[src/rtl/decoder_n_seq.sv]
// N-to-2^N one-hot decoder with registered outputs and a built-in
// index sequencer (load / scan up / scan down / hold).
module decoder_n_seq #(
  parameter int   N          = 3,
  parameter int   STRIDE     = 1,
  parameter bit   ACTIVE_LOW = 1'b0,
  localparam int  M          = 2**N
) (
  input  logic         clk,
  input  logic         rst_n,
  input  logic         en,
  input  logic [1:0]   mode,
  input  logic [N-1:0] x,
  input  logic         x_valid,
  output logic         x_ready,
  output logic [M-1:0] y,
  output logic [N-1:0] idx,
  output logic         y_valid,
  output logic         wrap
);

  localparam int CW = (STRIDE > 1) ? $clog2(STRIDE) : 1;
  localparam logic [CW-1:0] CMAX = CW'(STRIDE - 1);
  localparam logic [N-1:0]  IMAX = N'(M - 1);
  localparam logic [M-1:0]  POL  = {M{ACTIVE_LOW}};

  localparam logic [1:0] LOAD    = 2'b00;
  localparam logic [1:0] SCAN_UP = 2'b01;
  localparam logic [1:0] SCAN_DN = 2'b10;
  localparam logic [1:0] HOLD    = 2'b11;

  typedef enum logic {IDLE, ACTIVE} state_t;

  state_t        state_q, state_d;
  logic [N-1:0]  idx_q, idx_d;
  logic [CW-1:0] cnt_q, cnt_d;
  logic [1:0]    mode_q;
  logic          wrap_d;
  logic [M-1:0]  y_d;
  logic          mode_chg;
  logic          up;

  assign x_ready  = en & (mode == LOAD);
  assign mode_chg = (mode != mode_q);
  assign up       = (mode == SCAN_UP);

  always_comb begin
    state_d = state_q;
    idx_d   = idx_q;
    cnt_d   = cnt_q;
    wrap_d  = 1'b0;
    if (!en) begin
      state_d = IDLE;
      cnt_d   = '0;
    end else begin
      if (mode_chg) cnt_d = '0;
      unique case (mode)
        LOAD: begin
          if (x_valid) begin
            idx_d   = x;
            cnt_d   = '0;
            state_d = ACTIVE;
          end
        end
        SCAN_UP, SCAN_DN: begin
          // entering a scan shows the current idx for a full period
          if (state_q == IDLE || mode_chg) begin
            state_d = ACTIVE;
            cnt_d   = '0;
          end else if (cnt_q == CMAX) begin
            cnt_d  = '0;
            idx_d  = up ? idx_q + N'(1) : idx_q - N'(1);
            wrap_d = up ? (idx_q == IMAX) : (idx_q == '0);
          end else begin
            cnt_d = cnt_q + CW'(1);
          end
        end
        HOLD: begin
          state_d = ACTIVE;
        end
        default: ;
      endcase
    end
    if (state_d == ACTIVE) y_d = M'(1) << idx_d;
    else                   y_d = '0;
    y_d = y_d ^ POL;
  end

  always_ff @(posedge clk) begin
    if (!rst_n) begin
      state_q <= IDLE;
      idx_q   <= '0;
      cnt_q   <= '0;
      mode_q  <= LOAD;
      y       <= POL;
      y_valid <= 1'b0;
      wrap    <= 1'b0;
    end else begin
      state_q <= state_d;
      idx_q   <= idx_d;
      cnt_q   <= cnt_d;
      mode_q  <= mode;
      y       <= y_d;
      y_valid <= (state_d == ACTIVE);
      wrap    <= wrap_d;
    end
  end

  assign idx = idx_q;

endmodule
[config.mk]
export PLATFORM = sky130hd
export DESIGN_NAME = decoder_n_seq
export DESIGN_NICKNAME = d
export VERILOG_FILES = /design/src/rtl/decoder_n_seq.sv
export SDC_FILE = /design/constraint.sdc
export NUM_CORES = 1
export LEC_CHECK = 0
export BUFFER_PORTS_ARGS = -buffer_cell sky130_fd_sc_hd__buf_2
export CAP_MARGIN = 20
export CORE_MARGIN = 3
export CORE_UTILIZATION = 34
export DETAILED_ROUTE_END_ITERATION = 12
export GPL_TIMING_DRIVEN = 0
export PLACE_DENSITY = 0.59
export SLEW_MARGIN = 20
export SYNTH_ARGS = -nofsm -noshare
export SYNTH_HDL_FRONTEND = slang
export SYNTH_SLANG_ARGS = --single-unit
export TNS_END_PERCENT = 100
[constraint.sdc]
create_clock -name clk -period 3.8 [get_ports clk]
set_input_delay 1.14 -clock clk [delete_from_list [all_inputs] [get_ports clk]]
set_output_delay 1.14 -clock clk [all_outputs]
set_load 0.02 [all_outputs]
==> results.py <==
metrics = {
    "global_route": {
        "grt_overflow": 0,
        "track_usage_pct": 14.3,
        "antenna_found_initial": 0,
        "grt_pass1_vias": 651,
        "grt_max_degree": 10,
        "busiest_layer": "met2",
        "grt_pass1_wl_um": 2820,
        "met3_usage_pct": 4.99,
        "global_route.usage.met1_pct": 16.9,
        "grtUsageMet2_pct": 21.4,
    },
    "clocking": {
        "clk_latency_ps": 290,
        "cts_buffer_depth": 2,
        "tritoncts": "built",
        "clk_pin_slew_ps": 90,
        "htree_levels": 1,
        "clock_sinks": 16,
        "cts_setup_buffers": 0,
        "postCtsResizedCells": 0,
        "holdBufCountCts": 0,
        "cts_inserted_buffers": 3,
        "cts-root-buf": "clkbuf_4",
    },
    "sta": {
        "fin_hold_ws_ps": 502,
        "relSlewSlack_pct": 66.7,
        "worstMarginPinSlew_ps": 496,
        "rsz0062_at_grt": "false",
        "hold_violations": 0,
        "finalClockSkew_ps": 2.74,
        "slew_viol_final": 0,
        "fin_setup_tns_ps": 0,
        "max_freq_mhz": 321,
        "period_minus_slack_ps": 3120,
        "setup-violations-final": 0,
        "period_share_pct": 82.0,
    },
    "synthesis": {
        "synth_nets": 94,
        "synth_top_area_share_pct": 41.5,
        "yosysUniqueCellTypes": 34,
        "avgSynthCellArea_um2": 9.53,
        "synth-seq-area-share_pct": 41.5,
        "yosys_warnings": 0,
        "ys_seq_elements": 16,
        "synth_cells": 81,
        "syn-cell-area_um2": 772,
        "synthTopCellsByArea": "dfxtp_1 (41%), nor3_1 (6.5%), ha_1 (4.9%)",
        "synth_area_leader_cell": "dfxtp_1",
    },
    "drt": {
        "firstDrtPassIters": 4,
        "drc": 0,
        "finalWirelength_um": 1730,
        "routed_via_density": 5.21,
        "ant_nets": 0,
        "routedWlPerCell_um": 12.9,
        "vias": 698,
        "drt_iter0_drc": 33,
    },
    "setup_path": {
        "worstPathMaxFanout": 5,
        "worstPathRequired_ps": 3970,
        "crit_type": "input port to flip-flop",
        "start_kind": "input port",
        "crit_path_end_kind": "flip-flop",
        "arrival_ps": 3290,
    },
    "pwr": {
        "power_leakage_nw": 0.450,
        "ir_drop_v": 0.000255,
        "power.density_nw_per_um2": 358,
    },
    "cells_and_area": {
        "n_fill_cell": 215,
        "diodes": 0,
        "nets": 121,
        "multi_input_area_um2": 422,
        "register_area_um2": 320,
        "drive_gt1_share_pct": 29.9,
        "area_growth_pct": 23.3,
    },
    "placement": {
        "hpwlAfterDp_um": 1350,
        "routabilityCongestion": 0.768,
        "io_buffers": 22,
    },
    "floorplan": {
        "io_pins": 23,
        "die_area_um2": 2880,
        "die_x_um": 53.7,
        "fp.coreArea_um2": 2060,
        "initial_core_util_pct": 37.4,
        "rows": 16,
        "die_height_um": 53.7,
    },
    "hold_path": {
        "worstHoldPathType": "flip-flop to flip-flop",
    },
    "run": {
        "max_cap_violations": 0,
    },
    "outcome": {
        "outcome": "finished, final reports clean",
    },
}
## worst paths after layout
check	start	to	slack, ps	cells past startpoint
worst max-delay path	mode[1]	y[5]	680	9
worst min-delay path	cnt_q	cnt_q	500	2
worst max register to register	idx[1]	y[5]	1360	7
worst min register to register	cnt_q	cnt_q	500	2
## per-layer routing
layer  up-vias  part of all wire, %
met5         -                    0
met1       316                   44
met2        29                   46
li1        347                    -
met4         0                  3.2
met3         6                  6.3
## critical path, stage by stage
cell	delay, ps
buf_2	110
inv_1	70
ha_1	250
fa_1	400
xnor2_1	130
nor4_1	290
mux2_4	350
a221oi_2	430
nor3_1	110
## stage by stage
step	power (mW)	utilization, %	cells	setup WS, ps	instance area [um^2]
2_1_floorplan	0.215	-	81	743	772
3_3_place_gp	0.232	44.4	130	403	916
3_5_place_dp	0.233	44.4	130	362	916
4_1_cts	0.346	46.2	134	678	952
5_1_grt	0.359	46.2	134	497	952
6_report	0.341	46.2	134	683	952
## where the power goes
group | leakage [nW] | internal (mW) | switching, mW
combinational | 0.299 | 0.0202 | 0.0332
clock | 0.0210 | 0.0585 | 0.0539
sequential | 0.130 | 0.172 | 0.00341
## cell usage after synthesis (all sizes together)
cell and count:
nand3 2, xor2 2, xnor2 1, clkbuf 1, a31oi 1, nand2 2
nor4 2, or3 1, nand2b 3, dfxtp 16, a221o 1, o221ai 1
o2111ai 1, nor2b 1, ha 3, nand4b 1, a221oi 1, nand3b 1
mux2 1, nand4 3, a21boi 1, a31o 1, inv 7, a32o 1
and2b 1, nor3 10, o22a 1, a21oi 1, nor2 7, o221a 1
and2 1, or4 1, fa 1, and3 2
## cell type report
cell class / count / share of cell area [%]
sequential: 16 / 33.6
clock buffer: 4 / 3.81
inverter: 7 / 2.76
tap: 27 / 3.55
multi-input combinational: 57 / 44.3
timing repair buffer: 22 / 11.6
buffer: 1 / 0.394
## sequential cells by signal (all words and copies together) (netlist names)
name	count
cnt_q	1
idx	3
mode_q	2
state_q	1
wrap	1
y	8
## layout by cell type, fill, tap and decap left out, types with 2 or more instances in the layout
cell type / synthesis / layout
nand4_1: 3 / 3
nor4_1: 2 / 2
nor3_1: 10 / 10
nand3_1: 2 / 2
nand2_1: 2 / 2
nand2b_1: 3 / 3
inv_1: 7 / 7
clkbuf_4: 0 / 3
dfxtp_1: 16 / 16
ha_1: 3 / 3
xor2_1: 2 / 2
nor2_1: 7 / 7
buf_2: 0 / 22
and3_1: 2 / 2
## cells by family (layout without fill, tap and decap cells)
group	count (synthesis)	in the layout	synth area share [%]
AND/OR/NAND/NOR	38	38	26.7
XOR/XNOR	3	3	3.40
buffers and inverters	8	34	3.89
multiplexers	1	1	1.94
flip-flops	16	16	41.5
AO/OA/AOI/OAI	11	11	15.1
adder cells (fa/ha/maj)	4	4	7.46
(Power assumes the default switching activity.)
